File: src/rtl/pred_upd_sched.sv
// Predictor table port scheduler: post-reset clear sweep, then lookup/update arbitration.
// Optional statistics counters are enabled with the PRED_UPD_STATS_EN macro.
module pred_upd_sched #(
    parameter int PHT_WIDTH    = 6,
    parameter int FIFO_DEPTH   = 4,
    parameter int STARVE_LIMIT = 3
) (
    input  logic                 clk,
    input  logic                 rst_in,
    input  logic                 rdy_in,
    input  logic                 if_req_en,
    input  logic [31:0]          if_req_pc,
    output logic                 if_grant,
    input  logic                 rob_upd_en,
    input  logic [31:0]          rob_upd_pc,
    input  logic                 rob_upd_taken,
    output logic                 rob_upd_ready,
    output logic                 pred_lookup_en,
    output logic [31:0]          pred_lookup_pc,
    output logic                 pred_upd_en,
    output logic [31:0]          pred_upd_pc,
    output logic                 pred_upd_taken,
    output logic                 pred_clr_en,
    output logic [PHT_WIDTH-1:0] pred_clr_idx,
    output logic                 init_done,
    output logic [31:0]          stat_upd_cnt,
    output logic [31:0]          stat_forced_cnt
);

    localparam int PW = $clog2(FIFO_DEPTH);
    localparam int CW = PW + 1;
    localparam logic [CW-1:0] L_FULL  = CW'(FIFO_DEPTH);
    localparam logic [3:0]    L_LIMIT = 4'(STARVE_LIMIT);

    typedef enum logic {ST_INIT, ST_RUN} state_t;

    state_t                r_state;
    state_t                w_state_nx;
    logic [PHT_WIDTH-1:0]  r_clr_idx;
    logic [31:0]           r_mem_pc [FIFO_DEPTH];
    logic                  r_mem_tk [FIFO_DEPTH];
    logic [PW-1:0]         r_wr_ptr;
    logic [PW-1:0]         r_rd_ptr;
    logic [CW-1:0]         r_count;
    logic [3:0]            r_wait;
    logic [31:0]           r_last_pc;
    logic                  r_last_tk;

    logic w_act, w_empty, w_full, w_force;
    logic w_clr, w_grant, w_pop, w_push, w_ready;

    always_comb begin
        w_act      = rdy_in && !rst_in;
        w_empty    = (r_count == '0);
        w_full     = (r_count == L_FULL);
        w_force    = w_full || (!w_empty && (r_wait >= L_LIMIT));
        w_state_nx = r_state;
        w_clr      = 1'b0;
        w_grant    = 1'b0;
        w_pop      = 1'b0;
        case (r_state)
            ST_INIT: begin
                if (w_act) begin
                    w_clr = 1'b1;
                    if (&r_clr_idx)
                        w_state_nx = ST_RUN;
                end
            end
            ST_RUN: begin
                // Lookups win unless the head update has waited too long
                if (w_act) begin
                    if (w_empty)
                        w_grant = if_req_en;
                    else if (!if_req_en)
                        w_pop = 1'b1;
                    else if (!w_force)
                        w_grant = 1'b1;
                    else
                        w_pop = 1'b1;
                end
            end
            default: w_state_nx = ST_INIT;
        endcase
        w_ready = w_act && !w_full;
        w_push  = rob_upd_en && w_ready;
    end

    always_ff @(posedge clk or posedge rst_in) begin
        if (rst_in)
            r_state <= ST_INIT;
        else if (rdy_in)
            r_state <= w_state_nx;
    end

    always_ff @(posedge clk or posedge rst_in) begin
        if (rst_in) begin
            r_clr_idx <= '0;
            r_wr_ptr  <= '0;
            r_rd_ptr  <= '0;
            r_count   <= '0;
            r_wait    <= '0;
            r_last_pc <= '0;
            r_last_tk <= 1'b0;
        end else if (rdy_in) begin
            if (w_clr)
                r_clr_idx <= r_clr_idx + PHT_WIDTH'(1);
            if (w_push)
                r_wr_ptr <= r_wr_ptr + PW'(1);
            if (w_pop)
                r_rd_ptr <= r_rd_ptr + PW'(1);
            case ({w_push, w_pop})
                2'b10:   r_count <= r_count + CW'(1);
                2'b01:   r_count <= r_count - CW'(1);
                default: r_count <= r_count;
            endcase
            if (w_pop)
                r_wait <= '0;
            else if (w_grant && !w_empty && (r_wait != 4'hF))
                r_wait <= r_wait + 4'd1;
            // Shadow of the head so the outputs hold after the FIFO drains
            if (!w_empty) begin
                r_last_pc <= r_mem_pc[r_rd_ptr];
                r_last_tk <= r_mem_tk[r_rd_ptr];
            end
        end
    end

    always_ff @(posedge clk) begin
        if (w_push) begin
            r_mem_pc[r_wr_ptr] <= rob_upd_pc;
            r_mem_tk[r_wr_ptr] <= rob_upd_taken;
        end
    end

    assign if_grant       = w_grant;
    assign pred_lookup_en = w_grant;
    assign pred_lookup_pc = if_req_pc;
    assign pred_upd_en    = w_pop;
    assign pred_upd_pc    = w_empty ? r_last_pc : r_mem_pc[r_rd_ptr];
    assign pred_upd_taken = w_empty ? r_last_tk : r_mem_tk[r_rd_ptr];
    assign pred_clr_en    = w_clr;
    assign pred_clr_idx   = r_clr_idx;
    assign init_done      = (r_state == ST_RUN);
    assign rob_upd_ready  = w_ready;

`ifdef PRED_UPD_STATS_EN
    logic [31:0] r_stat_upd;
    logic [31:0] r_stat_forced;

    // A pop while fetch is requesting can only be a forced pop
    always_ff @(posedge clk or posedge rst_in) begin
        if (rst_in) begin
            r_stat_upd    <= '0;
            r_stat_forced <= '0;
        end else begin
            if (w_pop)
                r_stat_upd <= r_stat_upd + 32'd1;
            if (w_pop && if_req_en)
                r_stat_forced <= r_stat_forced + 32'd1;
        end
    end

    assign stat_upd_cnt    = r_stat_upd;
    assign stat_forced_cnt = r_stat_forced;
`else
    assign stat_upd_cnt    = '0;
    assign stat_forced_cnt = '0;
`endif

endmodule

File: config.mk
export PLATFORM = sky130hd
export DESIGN_NAME = pred_upd_sched
export DESIGN_NICKNAME = d
export VERILOG_FILES = /design/src/rtl/pred_upd_sched.sv
export SDC_FILE = /design/constraint.sdc
export NUM_CORES = 1
export LEC_CHECK = 0
export BUFFER_PORTS_ARGS = -buffer_cell sky130_fd_sc_hd__buf_2
export CAP_MARGIN = 20
export CORE_ASPECT_RATIO = 1.5
export CORE_MARGIN = 2
export CORE_UTILIZATION = 57
export CTS_CLUSTER_SIZE = 20
export DETAILED_ROUTE_END_ITERATION = 10
export PLACE_DENSITY = 0.85
export SETUP_SLACK_MARGIN = 0.05
export SYNTH_ARGS = -nofsm -noshare
export SYNTH_HDL_FRONTEND = slang
export SYNTH_SLANG_ARGS = --single-unit
File: constraint.sdc
create_clock -name clk -period 5 [get_ports clk]
set_input_delay 0.25 -clock clk [delete_from_list [all_inputs] [get_ports clk]]
set_output_delay 0.25 -clock clk [all_outputs]
set_load 0.02 [all_outputs]
==> flow_summary.yaml, run 1 <==
synthesis:
  synth.area.top_cells: "edfxtp_1 49%, dfrtp_1 16%, buf_4 9.0%"
  synth.distinct_cells: 38
  yosys_warnings: 0
  synth-seq-cells: 183
  synthCells: 463
  syn_area_um2: 8145
  synth_area_per_cell_um2: 17.59
  synth_top_area_share_pct: 48.66
  async_flop_share_pct: 27.87
  synth_ff_type: "edfxtp_1"
  synth_largest_area_cell: "edfxtp_1"
  ys_seq_area_share_pct: 64.33
  synth_edf_count: 132
final_layout:
  fin_nets: 597
  final_core_util_pct: 63.61
  n_antenna_cell: 0
  final_common_cell: "edfxtp_1"
  layout-drive-gt1-share_pct: 39.10
  layout_common_cells: "132 x edfxtp_1, 82 x buf_2, 64 x conb_1"
  area_delta_synth_final_pct: 9.263
power_and_ir_drop:
  powerDensity_nw_per_um2: 512.7
  pwr-share-seq_pct: 44.5
  p_clk_share_pct: 31.7
  p_switching_uw: 1333
  p_leak_uw: 0.003415
  switching_share_pct: 29.21
  combPwrFrac_pct: 23.9
  p_int_uw: 3230
  peakVddDrop_uv: 343.7
timing:
  hold_ws_ns: 0.03505
  hold_viol_final: 0
  setup_viol: 0
  tns_ns: 0
  grt_setup_unrepaired: "no"
  fin_crit_sh_pct: 57.60
  tightest_slew_ns: 0.9932
  slew_viol_final: 0
  max_freq_mhz: 347.2
  min_period_ns: 2.880
  maxSlewHeadroom_pct: 33.78
  clock_skew_ns: 0.01098
flow_run:
  drv_cap: 0
grt:
  overflow: 0
  grt_max_degree: 52
  grt_pass1_wl_um: 22110
  antenna_found_initial: 0
  grt_use_total_pct: 20.09
  grt_pass1_vias: 4010
worst_setup_path:
  r2r_slack_ns: 2.12
  start_kind: "flip-flop"
  endpoint: "r_last_pc[11]"
  worstSetupEndpointType: "flip-flop"
  slowest_stage: "nand2b_2"
  timing.rr.end: "r_last_pc[11]"
  ff2ff_path_depth: 4
  cp.arrival_ns: 3.18
  cp_max_fo: 33
  cp.required_ns: 5.30
  slowest_delay_ns: 0.83
  r2r-start: "r_count[0]"
  cp_cell_sequence: "nor3_4 > buf_4 > nand2b_2 > mux2_2"
  startpoint: "r_count[0]"
  path_class: "flip-flop to flip-flop"
status:
  status: "finished clean"
route:
  first_pass_iters: 4
  drtIter0Drc: 268
  vias: 3891
  drt-wirelength-per-cell_um: 20.56
  totalWireLength_um: 14880
  drtAntennaViolNets: 0
  drc: 0
  detail_route.vias_per_cell: 5.374
clock_tree:
  cts_setup_buffers: 0
  clockRootBuffer: "clkbuf_16"
  clkLatencyLatePin_ns: 0.43
  cts_sinks: 183
  cts_resized: 0
  clockBufferDepth: 2
  htreeDepth: 4
  path_clk_slew_ns: 0.07
  cts_tree: "done"
  cts_made_buffers: 17
floorplan:
  io_pins: 211
  core_area_um2: 13990
  die_area_um2: 15280
  die_y_um: 150.4
  num_rows: 53
  initial_core_util_pct: 58.21
  fp.dieW_um: 101.6
placement:
  globalplace.congestion: 0.7693
  hpwl_um: 9376
  port_buffers: 82
worst_hold_path:
  hold_path.class: "primary input to flip-flop"
[stage by stage]
step / setup slack, ns / total power, uW / cells / cell area [um2]
final: 2.120 / 4563 / 724 / 8900
after global routing: 1.981 / 4743 / 724 / 8900
after CTS: 2.067 / 4593 / 722 / 8870
after detailed placement: 2.115 / 3131 / 690 / 8224
after global placement: 2.264 / 3064 / 689 / 8204
after floorplan: 2.388 / 2872 / 526 / 8382
[synth_stat cells, types with 4 or more instances]
master	instances
inv_1	7
mux4_1	11
mux4_2	22
buf_6	7
mux2_4	7
dfrtp_1	51
ha_1	7
mux2_1	10
mux2_2	51
edfxtp_1	132
buf_2	4
buf_4	98
xor2_1	5
xnor2_1	6
nor2_1	4
nand2_1	9
and3_1	5
[metal layers]
metal	track usage [%]	part of all wire [%]
met2	34.47	54
met4	12.70	5.2
met5	0	0
met1	22.04	34
met3	4.782	6.5
[worst max-delay path, delay by kind of cell, from the launching register on]
kind | cells | cell delay (ns)
AND/OR/NAND/NOR | 2 | 1.37
buffers and inverters | 1 | 0.45
flip-flops | 1 | 0.45
multiplexers | 1 | 0.42
[logic make-up after synthesis]
group                      after synthesis  share of synthesized area [%]
other                                    1                        0.04604
and+or+nand+nor                         32                          2.304
adders and majority gates                8                          1.321
AOI/OAI and AO/OA                        8                         0.7528
xor gates and xnor gates                11                          1.183
buffers and inverters                  119                          10.71
DFF                                    183                          64.33
muxes                                  101                          19.35
[state kept, by name, summed over array words and instances (netlist names)]
name	cells
r_mem_pc	128
r_wr_ptr	2
init_done	1
r_count	3
pred_clr_idx	6
r_last_tk	1
r_rd_ptr	2
r_last_pc	32
r_wait	4
r_mem_tk	4
[power groups by stage]
stage | Sequential (uW) | Combinational (uW) | Clock, uW
global route | 2050 | 1170 | 1520
floorplan | 2020 | 848 | 0
detailed placement | 2040 | 1090 | 0
global placement | 2020 | 1050 | 0
CTS | 2030 | 1110 | 1460
finish | 2030 | 1090 | 1450
[timing repair]
item | CTS | global route
endpoints found under the hold margin | 0 | 11
endpoints found under the setup margin | 0 | 0
hold buffers | 0 | 1
[area by class of cell]
class | instances | area [um2]
Clock buffer | 18 | 429.2
Sequential cell | 183 | 5243
Multi-Input combinational cell | 224 | 2277
Timing Repair Buffer | 86 | 467.9
Inverter | 7 | 26.28
Fill cell | 914 | 5092
Tap cell | 192 | 240.2
Clock inverter | 14 | 216.5
[how the worst min path moves through the flow]
stage	from	to	depth (start not counted)
after floorplan	rob_upd_pc[0]	r_mem_pc[0][0]	0
after global placement	rob_upd_pc[17]	r_mem_pc[2][17]	1
after detailed placement	rob_upd_pc[25]	r_mem_pc[2][25]	1
after CTS	rob_upd_pc[1]	r_mem_pc[3][1]	1
after global routing	rob_upd_pc[8]	r_mem_pc[2][8]	1
final	rob_upd_pc[8]	r_mem_pc[2][8]	1
Power figures use the tool's default switching activity.
==> inputs of run 2 (changes only) <==
CORE_UTILIZATION = 53   (was 57)
PLACE_DENSITY = 0.8   (was 0.85)
clock period = 2.9 ns   (was 5 ns; I/O delays follow)
==> run 2 against run 1 <==
Compared with the run above: register-to-register slack got worse by 1.5 ns; critical path depth unchanged; worst setup slack worse by 1.8 ns; sequential power is 70% higher.
==> flow_summary.yaml, run 2 (synthesis results as in run 1) <==
final_layout:
  n_antenna_cell: 0
  layout_common_cells: "132 x edfxtp_1, 82 x buf_2, 64 x conb_1"
  regArea_um2: 5243
  num-fill-cells: 1075
  largest_register_ffs: 128
  fin_nets: 641
  layout-drive-gt1-share_pct: 38.19
  final_common_cell: "edfxtp_1"
  largest-register: "r_mem_pc"
  area_delta_synth_final_pct: 13.78
  multi_input_area_um2: 2277
clock_tree:
  cts_made_buffers: 17
  cts_sinks: 183
  cts_setup_buffers: 0
  path_clk_slew_ns: 0.07
  cts_tree: "done"
  clkLatencyLatePin_ns: 0.43
  clockRootBuffer: "clkbuf_16"
  htreeDepth: 4
  clockBufferDepth: 2
route:
  drtAntennaViolNets: 0
  vias: 4011
  first_pass_iters: 4
  drt-wirelength-per-cell_um: 18.64
  drc: 0
  totalWireLength_um: 14450
  detail_route.vias_per_cell: 5.175
  drtIter0Drc: 122
power_and_ir_drop:
  p_clk_share_pct: 29.1
  p_total_uw: 7601
  p_switching_uw: 2366
  p_leak_uw: 0.003575
  combPwrFrac_pct: 25.3
  powerDensity_nw_per_um2: 820.1
  peakVddDrop_uv: 553.0
  pwr-share-seq_pct: 45.5
  p_int_uw: 5235
  switching_share_pct: 31.13
worst_setup_path:
  slowest_stage: "mux4_1"
  slowest_delay_ns: 0.64
  path_class: "flip-flop to output pin"
  cp_cell_sequence: "buf_12 > mux4_1 > mux2_2 > buf_2"
  start_kind: "flip-flop"
  cp.required_ns: 2.76
  cp_max_fo: 26
  cp.arrival_ns: 2.41
  worstSetupEndpointType: "output pin"
grt:
  overflow: 0
  grt_max_degree: 35
  antenna_found_initial: 0
  grt_pass1_vias: 4251
  grt_use_total_pct: 18.77
  grt_pass1_wl_um: 22880
floorplan:
  fp.dieW_um: 105.2
  core_area_um2: 15070
  initial_core_util_pct: 54.05
  die_area_um2: 16400
  io_pins: 211
  num_rows: 55
  die_y_um: 155.8
timing:
  clock_skew_ns: 0.02245
  tightest_slew_ns: 0.7440
  fin_crit_sh_pct: 88.02
  grt_setup_unrepaired: "no"
  setup_slack_ns: 0.3475
  max_freq_mhz: 391.8
  slew_viol_final: 0
  setup_viol: 0
  maxSlewHeadroom_pct: 50.33
  min_period_ns: 2.553
  hold_viol_final: 0
  tns_ns: 0
flow_run:
  drv_cap: 0
placement:
  globalplace.congestion: 0.7705
  hpwl_um: 9974
  port_buffers: 82
  place_ws_ns: 0.6513
status:
  status: "finished clean"
worst_hold_path:
  hold_path.class: "primary input to flip-flop"
[run 2: changes by cell type in the layout (fill, tap and decap cells not counted), sizes merged]
cell         change
clkinvlp         +2
bufinv           -5
clkbuf           -1
dlygate4sd3     +33
buf             +11
inv              +4
[run 2: path summary, 6_finish.rpt]
check / depth (start not counted) / startpoint / slack (ns) / to
worst min-delay path: 3 / if_req_en / 0.12 / r_wait[1]
worst max-delay path: 4 / r_rd_ptr[0] / 0.35 / pred_upd_pc[26]
worst min register to register: 1 / r_last_tk / 0.49 / r_last_tk
max in group asynchronous: 4 / rst_in / 1.69 / r_count[0]
worst max register to register: 5 / r_count[0] / 0.66 / r_last_pc[1]
min in group asynchronous: 3 / rst_in / 0.44 / r_last_pc[4]
[run 2: final cells by class]
cell class                 count  area share [%]
inverter                       7          0.2835
multi-input combinational    224           24.57
tap                          199           2.687
sequential                   183           56.57
clock buffer                  17           4.590
clock inverter                15           1.661
timing repair buffer         130           9.640
[run 2: metrics by stage]
| stage | instances | hold slack, ns | cell area [um2] | utilization (%) |
|---|---|---|---|---|
| after global placement | 709 | 0.2901 | 8348 | 55.39 |
| after CTS | 775 | 0.09349 | 9268 | 61.49 |
| after global routing | 775 | 0.1204 | 9268 | 61.49 |
| after floorplan | 526 | 0.2439 | 8382 | - |
| after detailed placement | 709 | 0.2901 | 8348 | 55.39 |
| final | 775 | 0.1174 | 9268 | 61.49 |
[run 2: what timing repair did]
item | in CTS | in global routing
hold endpoints to repair | 165 | 0
gates resized for setup | 0 | 0
hold buffers | 34 | 0
[run 2: critical path: cells and delay by family, from the launching register on]
family	cells	cell delay (ns)
mux	2	0.94
flops	1	0.59
buf+inv	2	0.44
[run 2: layer usage]
| metal | share of wire [%] | track usage [%] |
|---|---|---|
| met2 | 55 | 33.64 |
| met5 | 0 | 0 |
| met1 | 36 | 20.39 |
| met3 | 4.5 | 4.804 |
| met4 | 3.7 | 9.524 |
[run 2: power groups by stage]
stage,Combinational (uW),Sequential [uW],Clock (uW)
6_report,1930,3460,2210
5_1_grt,2080,3500,2360
4_1_cts,1960,3460,2260
3_5_place_dp,1920,3510,0
3_3_place_gp,1850,3470,0
2_1_floorplan,1460,3490,0
==> inputs of run 3 (changes only) <==
ABC_AREA = 1   (was unset)
CORE_UTILIZATION = 54   (was 53)
CTS_CLUSTER_SIZE = unset   (was 20)
==> run 3 against run 2 <==
Compared with the run above: clock skew shrank 0.011 ns; sequential power shrank 6.9%; design area grew 9.5%; via count grew 55%; critical path depth grew 2; maximum frequency grew 7.4%; register-to-register slack lost 0.12 ns; wire length grew 34%; sequential share of layout area shrank 4.9 points; first-iteration DRC count grew to 2.9 times the previous value; cell count grew 61%; critical endpoint is now pred_upd_pc[29]; highest routed layer unchanged.
==> flow_summary.yaml, run 3 <==
clock_tree:
  clockBufferDepth: 2
  htreeDepth: 4
  clockRootBuffer: "clkbuf_16"
  cts_sinks: 183
  path_clk_slew_ns: 0.07
  cts_tree: "done"
  clkLatencyLatePin_ns: 0.44
  cts_made_buffers: 17
synthesis:
  syn_area_um2: 9047
  synth.area.top_cells: "edfxtp_1 44%, dfrtp_1 14%, nand2_1 9.4%"
  synth_top_family_by_area: "simple AND/OR/NAND/NOR gates"
  synthCells: 947
  synth_largest_area_cell: "edfxtp_1"
  synth-seq-cells: 183
  synth_xor_area_share_pct: 0.7744
  synth.distinct_cells: 29
  async_flop_share_pct: 27.87
  synth_top_area_share_pct: 43.81
  synth_compound_area_share_pct: 0.2766
  synthSimpleGateAreaFrac_pct: 22.86
  synth_mux_area_share_pct: 0
  synth_area_per_cell_um2: 9.554
  synth_ff_type: "edfxtp_1"
  synth_fa_ha_area_share_pct: 1.189
  yosys-top-cells-count: "226 x nand2_1, 154 x inv_1, 140 x nand3_1"
  ys_seq_area_share_pct: 57.92
  synth_edf_count: 132
  yosys_warnings: 0
  synth.most_common_cell: "nand2_1"
power_and_ir_drop:
  p_leak_uw: 0.004822
  powerDensity_nw_per_um2: 674.0
  peakVddDrop_uv: 402.9
timing:
  clock_skew_ns: 0.01171
  hold_viol_final: 0
  slew_viol_final: 0
  max_freq_mhz: 420.9
  setup_viol: 0
  maxSlewHeadroom_pct: 50.42
  tightest_slew_ns: 0.7437
  min_period_ns: 2.376
  fin_crit_sh_pct: 81.92
  grt_setup_unrepaired: "no"
  tns_ns: 0
worst_setup_path:
  path_buf_inv: 2
  path_class: "flip-flop to output pin"
  cp.arrival_ns: 2.23
  slowest_stage: "buf_4"
  cpLargestDelayFamily: "buffers and inverters"
  start_kind: "flip-flop"
  worstSetupEndpointType: "output pin"
  cp_max_fo: 66
  cp.required_ns: 2.76
  slowest_delay_ns: 0.53
  cp_cell_sequence: "nor2_2 > nand2_2 > buf_4 > nand3_1 > and2_1 > buf_2"
route:
  vias: 6224
  first_pass_iters: 4
  drc: 0
  drtAntennaViolNets: 0
  totalWireLength_um: 19370
  drtIter0Drc: 351
  detail_route.vias_per_cell: 4.979
  drt-wirelength-per-cell_um: 15.50
final_layout:
  multi_input_area_um2: 2541
  num-fill-cells: 1307
  area_delta_synth_final_pct: 12.13
  fin_nets: 1105
  largest_register_ffs: 128
  layout-drive-gt1-share_pct: 13.85
  layout_common_cells: "226 x nand2_1, 153 x inv_1, 140 x nand3_1"
  stdcell_count: 1250
  final_common_cell: "nand2_1"
  regArea_um2: 5241
  largest-register: "r_mem_pc"
  n_antenna_cell: 0
floorplan:
  die_y_um: 162.5
  num_rows: 58
  die_area_um2: 17830
  io_pins: 211
  core_area_um2: 16620
  fp.dieW_um: 109.7
  initial_core_util_pct: 54.44
placement:
  hpwl_um: 12070
  globalplace.congestion: 0.8108
  port_buffers: 82
  dp_cells: 1184
flow_run:
  drv_cap: 0
grt:
  grt_max_degree: 69
  overflow: 0
  antenna_found_initial: 0
  grt_pass1_vias: 6201
  grt_pass1_wl_um: 30840
  grt_use_total_pct: 22.99
status:
  status: "finished clean"
worst_hold_path:
  hold_path.class: "primary input to flip-flop"
run 3: repair_timing:
item / 4_1_cts / 5_1_grt
hold buffers: 34 / 0
setup buffers: 0 / 0
resized for setup: 0 / 0
endpoints found under the hold margin: 156 / 0
run 3: cell type report:
cell class / instances / area share [%]
inverter: 157 / 5.846
timing repair buffer: 131 / 9.127
clock inverter: 15 / 1.529
multi-input combinational: 537 / 25.05
sequential: 183 / 51.67
clock buffer: 17 / 4.193
tap: 210 / 2.590
run 3: worst reg2reg max path: cells and delay by family, from the launching register on:
| family | cells | cell delay (ns) |
|---|---|---|
| AND/OR/NAND/NOR | 5 | 0.89 |
| adder cells (fa/ha/maj) | 2 | 0.51 |
| flip-flops | 1 | 0.43 |
| AO/OA/AOI/OAI | 1 | 0.18 |
| buffers and inverters | 2 | 0.16 |
| XOR/XNOR | 1 | 0.14 |
run 3: kinds of logic (layout without fill, tap and decap cells):
family,count (synthesis),in the layout
simple gates,453,453
fa+ha+maj,8,8
compound gates,4,4
xor+xnor,8,8
buf+inv,290,320
other cells,1,64
flops,183,183
run 3: per-layer routing:
layer | vias to the layer above | share of wire, % | GRT usage [%]
met5 | - | 0 | 0
met4 | 0 | 5.3 | 14.67
met3 | 87 | 6.4 | 4.042
met2 | 261 | 53 | 39.70
met1 | 2912 | 35 | 25.70
li1 | 2964 | - | -
run 3: per-stage QoR:
step	setup WS, ns	hold WS, ns	total power [uW]	area [um2]	utilization (%)
after floorplan	-0.009975	0.1979	4298	9298	-
after global placement	0.6744	0.2901	4543	9224	55.50
after detailed placement	0.5955	0.2901	4586	9224	55.50
final	0.5244	0.01733	6837	10140	61.05
after global routing	0.3663	0.04003	7125	10140	61.05
after CTS	0.5130	0.005302	6861	10140	61.05
run 3: path summary, 6_finish.rpt:
path	start	to	slack, ns	cells after the start
max	r_count[0]	pred_upd_pc[29]	0.52	6
min	rob_upd_en	r_wr_ptr[1]	0.02	3
max reg2reg	r_count[0]	r_count[2]	0.54	11
min reg2reg	r_last_pc[1]	r_last_pc[1]	0.47	2
max in group asynchronous	rst_in	r_rd_ptr[0]	1.85	4
min in group asynchronous	rst_in	pred_clr_idx[4]	0.53	4
run 3: where the power goes:
part           switching (uW)  internal (uW)
registers                 146           3080
logic                     902            449
clock network            1110           1150
total                    2160           4680
